==> config.mk <==
export PLATFORM = sky130hd
export DESIGN_NAME = seq_unlock_controller
export DESIGN_NICKNAME = d
export VERILOG_FILES = /design/src/rtl/seq_unlock_controller.sv
export SDC_FILE = /design/constraint.sdc
export NUM_CORES = 1
export LEC_CHECK = 0
export ABC_AREA = 1
export CORE_ASPECT_RATIO = 0.8
export CORE_MARGIN = 5
export CORE_UTILIZATION = 45
export CTS_BUF_LIST = sky130_fd_sc_hd__clkbuf_2
export CTS_CLUSTER_SIZE = 30
export DETAILED_ROUTE_END_ITERATION = 7
export GPL_TIMING_DRIVEN = 0
export HOLD_SLACK_MARGIN = 0.1
export PLACE_DENSITY = 0.75
export SLEW_MARGIN = 20
export SYNTH_ARGS = -nofsm -noshare
export SYNTH_HDL_FRONTEND = slang
export SYNTH_SLANG_ARGS = --single-unit
==> constraint.sdc <==
create_clock -name Clk -period 3.8 [get_ports Clk]
set_input_delay 0.38 -clock Clk [delete_from_list [all_inputs] [get_ports Clk]]
set_output_delay 0.38 -clock Clk [all_outputs]
set_load 0.02 [all_outputs]
==> src/rtl/seq_unlock_controller.sv <==
// seq_unlock_controller: multi-step keyed unlock FSM with
// consecutive-fail lockout and idle-timeout abort.
module seq_unlock_controller #(
  parameter int KEY_W = 5,
  parameter int SEQ_LEN = 4,
  parameter logic [SEQ_LEN*KEY_W-1:0] CODE_MASK = 20'h41081,
  parameter logic [SEQ_LEN*KEY_W-1:0] CODE_VAL = 20'h01001,
  parameter int MODE_W = 1,
  parameter int MAX_FAIL = 3,
  parameter int LOCK_CYCLES = 64,
  parameter int TIMEOUT_CYCLES = 256
) (
  input  logic Clk,
  input  logic Reset_n,
  input  logic [KEY_W-1:0] InputKey,
  input  logic ValidCmd,
  input  logic Logout,
  output logic Active,
  output logic [MODE_W-1:0] Mode,
  output logic Locked,
  output logic [$clog2(MAX_FAIL+1)-1:0] FailCount,
  output logic FailPulse,
  output logic UnlockPulse
);

  localparam int SW = (SEQ_LEN > 1) ? $clog2(SEQ_LEN) : 1;
  localparam int FW = $clog2(MAX_FAIL + 1);
  localparam int LW = $clog2(LOCK_CYCLES + 1);
  localparam int TW = $clog2(TIMEOUT_CYCLES + 1);
  localparam logic [SW-1:0] SLAST = SW'(SEQ_LEN - 1);
  localparam logic [FW-1:0] FMAX = FW'(MAX_FAIL);

  typedef enum logic [2:0] {
    IDLE, MATCH, ARMED, ACTIVE, LOCKOUT
  } state_t;

  state_t state_q, state_d;
  logic [SW-1:0] s_q, s_d;
  logic [TW-1:0] tmr_q, tmr_d;
  logic [LW-1:0] lk_q, lk_d;
  logic act_q, act_d;
  logic [MODE_W-1:0] mode_q, mode_d;
  logic lock_q, lock_d;
  logic [FW-1:0] fcnt_q, fcnt_d;
  logic fp_q, fp_d;
  logic up_q, up_d;

  logic [KEY_W-1:0] cmask, cval;
  logic hit, expire;
  logic [FW-1:0] fnext;
  logic [TW-1:0] tnext;

  always_comb begin
    cmask = '0;
    cval = '0;
    for (int i = 0; i < SEQ_LEN; i++) begin
      if (s_q == SW'(i)) begin
        cmask = CODE_MASK[i*KEY_W +: KEY_W];
        cval = CODE_VAL[i*KEY_W +: KEY_W];
      end
    end
  end

  assign hit = ((InputKey ^ cval) & cmask) == '0;
  assign expire = tmr_q == TW'(TIMEOUT_CYCLES - 1);
  assign tnext = tmr_q + 1'b1;
  assign fnext = (fcnt_q == FMAX) ? fcnt_q : fcnt_q + 1'b1;

  always_comb begin
    state_d = state_q;
    s_d = s_q;
    tmr_d = tmr_q;
    lk_d = lk_q;
    act_d = act_q;
    mode_d = mode_q;
    lock_d = lock_q;
    fcnt_d = fcnt_q;
    fp_d = 1'b0;
    up_d = 1'b0;
    unique case (state_q)
      IDLE, MATCH: begin
        if (Logout) begin
          state_d = IDLE;
          s_d = '0;
          tmr_d = '0;
        end else if (ValidCmd) begin
          tmr_d = '0;
          if (hit && s_q == SLAST) begin
            state_d = ARMED;
            s_d = '0;
          end else if (hit) begin
            state_d = MATCH;
            s_d = s_q + 1'b1;
          end else begin
            fp_d = 1'b1;
            s_d = '0;
            fcnt_d = fnext;
            if (fnext == FMAX) begin
              state_d = LOCKOUT;
              lock_d = 1'b1;
              lk_d = LW'(LOCK_CYCLES);
            end else begin
              state_d = IDLE;
            end
          end
        end else if (state_q == MATCH) begin
          if (expire) begin
            state_d = IDLE;
            s_d = '0;
            tmr_d = '0;
          end else begin
            tmr_d = tnext;
          end
        end
      end
      ARMED: begin
        if (Logout) begin
          state_d = IDLE;
          tmr_d = '0;
        end else if (ValidCmd) begin
          state_d = ACTIVE;
          tmr_d = '0;
          act_d = 1'b1;
          mode_d = InputKey[KEY_W-1 -: MODE_W];
          up_d = 1'b1;
          fcnt_d = '0;
        end else if (expire) begin
          state_d = IDLE;
          tmr_d = '0;
        end else begin
          tmr_d = tnext;
        end
      end
      ACTIVE: begin
        if (Logout) begin
          state_d = IDLE;
          act_d = 1'b0;
          mode_d = '0;
        end else if (ValidCmd) begin
          mode_d = InputKey[KEY_W-1 -: MODE_W];
        end
      end
      LOCKOUT: begin
        if (lk_q == LW'(1)) begin
          state_d = IDLE;
          lock_d = 1'b0;
          fcnt_d = '0;
          lk_d = '0;
        end else begin
          lk_d = lk_q - 1'b1;
        end
      end
      default: begin
        state_d = IDLE;
        s_d = '0;
      end
    endcase
  end

  always_ff @(posedge Clk or negedge Reset_n) begin
    if (!Reset_n) begin
      state_q <= IDLE;
      s_q <= '0;
      tmr_q <= '0;
      lk_q <= '0;
      act_q <= 1'b0;
      mode_q <= '0;
      lock_q <= 1'b0;
      fcnt_q <= '0;
      fp_q <= 1'b0;
      up_q <= 1'b0;
    end else begin
      state_q <= state_d;
      s_q <= s_d;
      tmr_q <= tmr_d;
      lk_q <= lk_d;
      act_q <= act_d;
      mode_q <= mode_d;
      lock_q <= lock_d;
      fcnt_q <= fcnt_d;
      fp_q <= fp_d;
      up_q <= up_d;
    end
  end

  assign Active = act_q;
  assign Mode = mode_q;
  assign Locked = lock_q;
  assign FailCount = fcnt_q;
  assign FailPulse = fp_q;
  assign UnlockPulse = up_q;

endmodule

# Word level (Yosys, flattened, before mapping)
# Cells that the tools add are included.
# op_classes
eq_ne	22
n_addsub	4
muxes	72
n_reduce_logical	18
bitwise_logic	3
# ops
cell	n
two-way mux 9 bit	6
two-way mux 7 bit	6
two-way mux 3 bit	11
two-way mux 5 bit	6
two-way mux 2 bit	14
two-way mux 1 bit	21
inequality test 2 bit (second input constant)	9
case mux 9 bit (2 select lines)	1
case mux 7 bit (2 select lines)	1
case mux 3 bit (4 select lines)	1
adder 9 x 1 -> 9 bit (second input constant)	1
== test 9 x 8 -> 1 bit (second input constant)	1
== test 2 bit (second input constant)	4
inequality test 4 bit (second input constant)	2
AND reduction 8 bit	1
== test 7 x 1 -> 1 bit (second input constant)	1
AND reduction 7 bit	1
subtractor 7 x 1 -> 7 bit (second input constant)	1
== test 3 x 2 -> 1 bit (second input constant)	2
case mux 1 bit (2 select lines)	3
case mux 2 bit (3 select lines)	1
AND reduction 3 bit	2
AND reduction 6 bit	1
nonzero test 2 bit	3
17 further kinds	19
# word_totals
elab_cells	129
ff_bits	28
input_bits	9

# Logic depth before layout (Yosys ltp)
# Gate-level depths: netlist of run 1.
# depth
word_depth	13
mapped_depth	12

# Worst setup path before layout of run 1
# OpenSTA, ideal clock, no wires.
# synth_timing
path_kind	register -> register
startpoint	reg s_q[0]
endpoint	reg fcnt_q[0] (netlist: FailCount[0])
path_buffers	0
t_arrival_ns	1.291
slack_ns	2.433
stages_incl_launch_ff	9
synth_period_minus_slack_ns	1.367
cell_sequence	dfrtp_1 > ha_1 > nand2_1 > inv_1 > nor2_1 > nand3_1 > nand3_1 > nand2_1 > o21ai_1
# synth_via
elab_chain_len	11
word_cells_on_any_way	18
classes_between	eq/ne (5); mux (7); bitwise (2); reduce/logical (4)
# synth_rtl
item	line	source
start, declared	38	logic [SW-1:0] s_q, s_d;
start signal, assigned	163	s_q <= '0;
start signal, assigned	174	s_q <= s_d;
logical NOT 2 bit	57	if (s_q == SW'(i)) begin
two-way mux 1 bit	57	
two-way mux 5 bit (3 in a row)	57	
bitwise XOR 5 bit	64	assign hit = ((InputKey ^ cval) & cmask) == '0;
bitwise AND 5 bit	64	
logical NOT 5 bit	64	
logical AND 1 bit	88	if (hit && s_q == SLAST) begin
inequality test 2 bit (no source line)	-	
AND reduction 8 bit (no source line) (*)	-	
end signal, assigned	180	fcnt_q <= fcnt_d;
end, declared	44	logic [FW-1:0] fcnt_q, fcnt_d;
# Mark *: on every way between the ends. The rest lies on a longest branch, timed or not.
# A chain may end at the register's enable or synchronous reset.

# Worst setup path in the final report of run 1
# layout_timing
startpoint	reg fcnt_q[1] (netlist: FailCount[1])
endpoint	out FailCount[1]
# layout_lines
item	line	source
end, declared	21	output logic [$clog2(MAX_FAIL+1)-1:0] FailCount,
# No word-level cell between the ends.

==> key figures, run 1 <==
Cells and area
  • Layout area overhead: 12.9%
  • Layout Cells excl Fill: 292
  • Antenna diode count: 0
  • Fin area: 1920 µm²
  • Final core utilization: 0.514
  • Nets: between 200 and 300
  • Layout cell share with drive strength beyond 1: 0.0927
  • Filler Cells Inserted: about 370

Die
  • Die Y-Extent: 64.9 µm
  • Area of the die: ~5000 µm²
  • Starting Density: 0.455
  • IO Count: 16
  • Die Width: 78.7 µm
  • Core area: approximately 3700 µm²
  • FP Rows: 20

Power
  • Clock network power share: 0.089
  • Switch Pwr: 0.000575 W
  • Worst VDD drop: approximately 250 µV
  • Sequential share of power: 0.384
  • Switching share of power: 0.467
  • Internal: ~0.00066 W
  • Leak: 0.960 nW
  • Combinational share of power: 0.527
  • PD cells: 643 nW/µm²

Drt
  • Iter 0 DRT Violations: 91
  • WL per Instance: 11.2 µm
  • Final WL: 3.28 mm
  • DRC viols: 0
  • DR vias: 1451
  • Via density: 4.97
  • Drt pass-1 iters: 4
  • Remaining antenna violation count: 0

Placed design
  • GP Congestion: 0.807
  • Placed cells: 287
  • Post-DP HPWL: 2.59 mm
  • Placed cell areas: 1890 µm²
  • PortBufs: 14

STA
  • Final-report max-slew violation count: 0
  • RSZ-0062 raised after global routing: no
  • TNS Setup: 0 ns
  • Tcrit/Tclk final: 0.489
  • Fmax: 538 MHz
  • Layout Skew: about 0.035 ns
  • Fin Hold WS: 0.505 ns
  • Worst slew margin: 0.588
  • Least-Margin Pin Slew: roughly 0.62 ns
  • Final setup vio count: 0
  • Final hold vios: 0
  • Post-route minimum period: about 1.9 ns

Global routing
  • Gr busiest metal: met2
  • Vias in the first global route: 1425
  • Total GRT Usage: 0.143
  • Largest net degree at the start of global routing: 29
  • M2 GR Usage: 0.255
  • Grt total ovfl: 0
  • Grt met3 use: 0.0250
  • Initial antenna violation count: 0
  • First-pass GRT wire length: 5.90 mm
  • M1 GR Usage: 0.177

Yosys
  • Yosys reg bits: 28
  • Post-synth ARST share: 1.00
  • Synth top area cells: dfrtp_1 41%, nand2_1 15%, inv_1 6.2%
  • Yosys top cell area share: 0.413
  • Most frequent cell after synthesis: nand2_1
  • Seq/Total Area, Yosys: 0.413
  • EDFF count, synth: 0
  • Post-Syn Nets: ~240
  • Cell count after synthesis: roughly 230
  • Ys Warns: 0
  • Synth area leader: dfrtp_1
  • Post-synth cell types: 27
  • Top cells by count, synth: 67 x nand2_1, 28 x dfrtp_1, 28 x inv_1
  • Syn Area/Cell: 7.41 µm²
  • Synth Cell Area: 1700 µm²
  • Post-synth top flop: dfrtp_1

Clock tree
  • Inserted Clock Buffers: 3
  • Max Buffers Root-to-Sink: 2
  • # hold bufs at CTS: 1
  • Clock-pin slew of the registers on the worst-case setup and hold paths: 0.28 ns
  • Buffer count from post-CTS setup fixing: 0
  • CTS tree: done
  • Root Driver: clkbuf_2
  • Cts repair resizes: 0
  • Clock sinks: 28
  • Clock latency on the worst-skew pair: 0.37 ns
  • Htree depth: 1

Worst hold path
  • Hold WC Path Type: in -> async

Worst setup path
  • CP delay by family, top: buffers and inverters
  • Crit-path cells: clkdlybuf4s50_1
  • Worst setup SP type: flop
  • CP bufs+invs: 1
  • Worst EP arrival: roughly 1.5 ns
  • FF-to-FF setup slack: 2.18 ns
  • Worst Path Max Fanout: 5
  • Setup CP Type: reg -> out
  • Req. time, crit path: 3.42 ns
  • Crit end category: primary output
  • Slowest stage delay, CP: 0.63 ns
  • Critical path's slowest cell: clkdlybuf4s50_1

Flow run
  • Max Cap Viol: 0

Outcome
  • Status: finished, final reports clean
logic make-up (layout without fill, tap and decap cells):
group | Yosys count | in the layout | synth area share
AOI/OAI and AO/OA | 25 | 25 | 0.0811
xor gates and xnor gates | 3 | 3 | 0.0199
adders and majority gates | 6 | 6 | 0.0442
buffers and inverters | 36 | 55 | 0.0840
DFF | 28 | 28 | 0.413
muxes | 1 | 1 | 0.00590
and+or+nand+nor | 130 | 130 | 0.352
worst register-to-register path: cells and delay by family (launching register included):
| family | cells | cell delay (ns) |
|---|---|---|
| compound gates | 1 | 0.08 |
| flops | 1 | 0.49 |
| simple gates | 5 | 0.72 |
| buf+inv | 1 | 0.03 |
| fa+ha+maj | 1 | 0.23 |
flip-flops by register name (all words and copies together), names as in the netlist:
name         cells
Locked           1
Active           1
FailPulse        1
FailCount        2
UnlockPulse      1
state_q          3
lk_q             7
s_q              2
tmr_q            9
Mode             1
routing by layer:
metal  up-vias  part of all wire
met5         -                 0
met4         0            0.0052
met3         2             0.026
met2        13              0.49
met1       660              0.48
li1        776                 -
final timing paths:
kind | depth (start not counted) | end | from
min in group Clk | 2 | tmr_q[8] | tmr_q[8]
worst max-delay path | 1 | FailCount[1] | FailCount[1]
worst min-delay path | 2 | lk_q[3] | Reset_n
worst min register to register | 2 | tmr_q[8] | tmr_q[8]
worst max register to register | 8 | lk_q[3] | s_q[1]
max in group asynchronous | 2 | tmr_q[1] | Reset_n
placed cells by master, fill, tap and decap left out, types with 2 or more instances in the layout:
| master | Yosys | routed |
|---|---|---|
| dfrtp_1 | 28 | 28 |
| nor2_1 | 22 | 22 |
| nor2_2 | 3 | 3 |
| clkbuf_2 | 0 | 3 |
| nand2_1 | 67 | 67 |
| o21ai_1 | 3 | 3 |
| nand2_4 | 3 | 3 |
| inv_2 | 7 | 7 |
| nand3_1 | 21 | 21 |
| ha_1 | 6 | 6 |
| nand4_1 | 7 | 7 |
| nor3_1 | 2 | 2 |
| clkdlybuf4s50_1 | 0 | 13 |
| inv_1 | 28 | 28 |
| o21ai_0 | 12 | 12 |
| a21oi_1 | 6 | 6 |
| xor2_1 | 2 | 2 |
power groups by stage:
stage               Clock (W)  Sequential, W  Combinational, W
floorplan                   0       0.000495          0.000457
global placement            0       0.000476          0.000636
detailed placement          0       0.000481          0.000650
CTS                  0.000114       0.000474          0.000654
global route         0.000131       0.000491          0.000741
finish               0.000110       0.000474          0.000649
through the flow:
stage	setup slack, ns	power [W]
after CTS	1.93	0.00124
after global routing	1.83	0.00136
after global placement	1.83	0.00111
after detailed placement	1.81	0.00113
final	1.94	0.00123
after floorplan	2.43	0.000952
cell type report:
type                       instances  area (µm²)  area share
buffer                             1        11.3     0.00587
clock buffer                       3        15.0     0.00783
clock inverter                     1        3.75     0.00196
inverter                          35         131      0.0685
multi-input combinational        165         855       0.446
sequential                        28         701       0.366
tap                               44        55.1      0.0287
timing repair buffer              15         145      0.0757
No activity file was read; power rests on OpenSTA's default activity.
==> run 2, diff against run 1 <==
==> constraint.sdc (replaced) <==
create_clock -name Clk -period 1.8 [get_ports Clk]
set_input_delay 0.18 -clock Clk [delete_from_list [all_inputs] [get_ports Clk]]
set_output_delay 0.18 -clock Clk [all_outputs]
set_load 0.02 [all_outputs]
==> run 2 against run 1 <==
Net effect:
- worst hold slack got worse by 0.20 ns
- critical path depth unchanged
- first-iteration DRC count unchanged
- setup slack got worse by 1.8 ns
==> key figures, run 2 (synthesis results as in run 1) <==
Global routing
  • Initial antenna violation count: 0 (unchanged)
  • Total GRT Usage: 0.143 (unchanged)
  • Gr busiest metal: met2
  • Vias in the first global route: 1425 (unchanged)
  • Grt total ovfl: 0 (unchanged)
  • First-pass GRT wire length: 5.90 mm (unchanged)
  • M2 GR Usage: 0.255 (unchanged)
  • Largest net degree at the start of global routing: 29 (unchanged)
  • Grt met3 use: 0.0250 (unchanged)
  • M1 GR Usage: 0.177 (unchanged)

Power
  • Worst VDD drop: 555 µV (+120%)
  • Leak: 0.976 nW (+1.7%)
  • PD cells: 1370 nW/µm² (+110%)

STA
  • Layout Skew: 0.0311 ns (-0.00377 ns)
  • Tcrit/Tclk final: 0.924
  • RSZ-0062 raised after global routing: no
  • Final setup vio count: 0 (unchanged)
  • Final-report max-slew violation count: 0 (unchanged)
  • Final hold vios: 0 (unchanged)
  • TNS Setup: 0 ns (unchanged)
  • Post-route minimum period: roughly 1.7 ns
  • Least-Margin Pin Slew: 0.618 ns (-0.000161 ns)
  • Fmax: 601 MHz
  • Worst slew margin: 0.588 (about the same)
  • Fin Hold WS: 0.304 ns (-0.202 ns)
  • Fin worst setup slack: 0.137 ns (-1.81 ns)

Worst setup path
  • Setup crit start: FailCount[1]
  • Setup CP Type: reg -> out
  • Req. time, crit path: 1.62 ns (-1.80 ns)
  • Crit path depth: 1 (unchanged)
  • Worst setup SP type: flop
  • Crit-path cells: clkdlybuf4s50_1
  • Critical path's slowest cell: clkdlybuf4s50_1
  • CP delay by family, top: buffers and inverters
  • FF-to-FF setup slack: 0.17 ns (-2.01 ns)
  • Worst EP arrival: 1.48 ns (about the same)
  • Reg2reg path depth: 8 (unchanged)
  • CP bufs+invs: 1 (unchanged)
  • Setup crit end: FailCount[1]
  • Reg2Reg Launch Point: s_q[1]
  • Worst Path Max Fanout: 5 (unchanged)
  • Slowest stage delay, CP: 0.63 ns (about the same)
  • Crit Reg-Reg Endpoint: FailCount[0]
  • Crit end category: primary output

Drt
  • Drt pass-1 iters: 4 (unchanged)
  • Final WL: 3.33 mm (+1.5%)
  • Iter 0 DRT Violations: 91 (unchanged)
  • Via density: 5.01 (+0.89%)
  • Remaining antenna violation count: 0 (unchanged)
  • DRC viols: 0 (unchanged)
  • DR vias: 1479 (+1.9%)
  • WL per Instance: 11.3 µm (+0.46%)

Placed design
  • PortBufs: 14 (unchanged)
  • GP Congestion: 0.807 (unchanged)
  • Pre-CTS setup slack: 0.00556 ns (-1.80 ns)
  • Post-DP HPWL: 2.59 mm (unchanged)

Cells and area
  • Filler Cells Inserted: 363 (-1.1%)
  • Layout area overhead: 14.7%
  • Largest register FFs: 9 (unchanged)
  • Largest regs: tmr_q: 9 flops, lk_q: 7 flops, state_q: 3 flops
  • Register Area: 701 µm² (unchanged)
  • Most flops, register: tmr_q
  • Antenna diode count: 0 (unchanged)
  • Nets: 267 (+1.1%)
  • Commonest non-fill, non-tap cells in the layout: 67 x nand2_1, 28 x dfrtp_1, 28 x inv_1
  • Most common cell after layout, fill and taps aside: nand2_1
  • Area occupied by multi-input gates: 862 µm² (+0.88%)
  • Layout cell share with drive strength beyond 1: 0.104 (+0.0108)
  • Final core utilization: 0.522 (+0.00805)

Die
  • FP Rows: 20 (unchanged)
  • Core area: 3730 µm² (unchanged)
  • IO Count: 16 (unchanged)
  • Die Width: 78.7 µm (unchanged)
  • Die Y-Extent: 64.9 µm (unchanged)
  • Area of the die: 5110 µm² (unchanged)
  • Starting Density: 0.455 (unchanged)

Clock tree
  • Clock sinks: 28 (unchanged)
  • CTS tree: done
  • Htree depth: 1 (unchanged)
  • Max Buffers Root-to-Sink: 2 (unchanged)
  • Clock latency on the worst-skew pair: 0.37 ns (about the same)
  • Root Driver: clkbuf_2
  • Clock-pin slew of the registers on the worst-case setup and hold paths: 0.28 ns (about the same)
  • Inserted Clock Buffers: 3 (unchanged)

Outcome
  • Status: finished, final reports clean

Worst hold path
  • Hold WC Path Type: in -> async

Flow run
  • Max Cap Viol: 0 (unchanged)
-- run 2: changes by cell type in the layout (fill, tap and decap cells not counted), sizes merged --
| cell | previous run | this run |
|---|---|---|
| buf | 2 | 5 |
-- run 2: how the worst min path moves through the flow --
stage	end	slack [ns]	cells past startpoint
2_1_floorplan	Active	-0.12	0
3_3_place_gp	Locked	0.46	2
3_5_place_dp	Mode	0.24	1
4_1_cts	state_q[2]	0.33	2
5_1_grt	Locked	0.34	2
6_report	lk_q[3]	0.30	2
-- run 2: final cells by class --
type                            count  area share
Timing Repair Buffer               18      0.0861
Inverter                           35      0.0675
Sequential cell                    28       0.360
Clock buffer                        3     0.00771
Multi-Input combinational cell    165       0.443
Tap cell                           44      0.0283
Clock inverter                      1     0.00193
Buffer                              1     0.00578
-- run 2: report_power, final --
group	total (W)	leakage, nW	switching, W	internal [W]
logic	0.00144	0.597	0.000878	0.000557
clock network	0.000233	0.0140	0.000185	0.0000482
registers	0.000997	0.365	0.000181	0.000816
total	0.00266	0.976	0.00124	0.00142
-- run 2: routing by layer --
metal	wire length (µm)	share of wire
met1	1550	0.46
met2	1630	0.49
met3	118	0.035
met4	31	0.0093
met5	0	0
-- run 2: through the flow --
stage | cells | total power, W | cell area (µm²)
after floorplan | 229 | 0.00201 | 1700
after global routing | 295 | 0.00294 | 1950
after CTS | 292 | 0.00262 | 1920
final | 295 | 0.00266 | 1950
after detailed placement | 287 | 0.00239 | 1890
after global placement | 287 | 0.00235 | 1890
-- run 2: repair_timing --
item / in CTS / in global routing
endpoints found under the setup margin: 0 / 3
resized for setup: 0 / 1
buffers inserted: 0 / 3
hold buffers: 1 / 0
hold endpoints to repair: 28 / 0
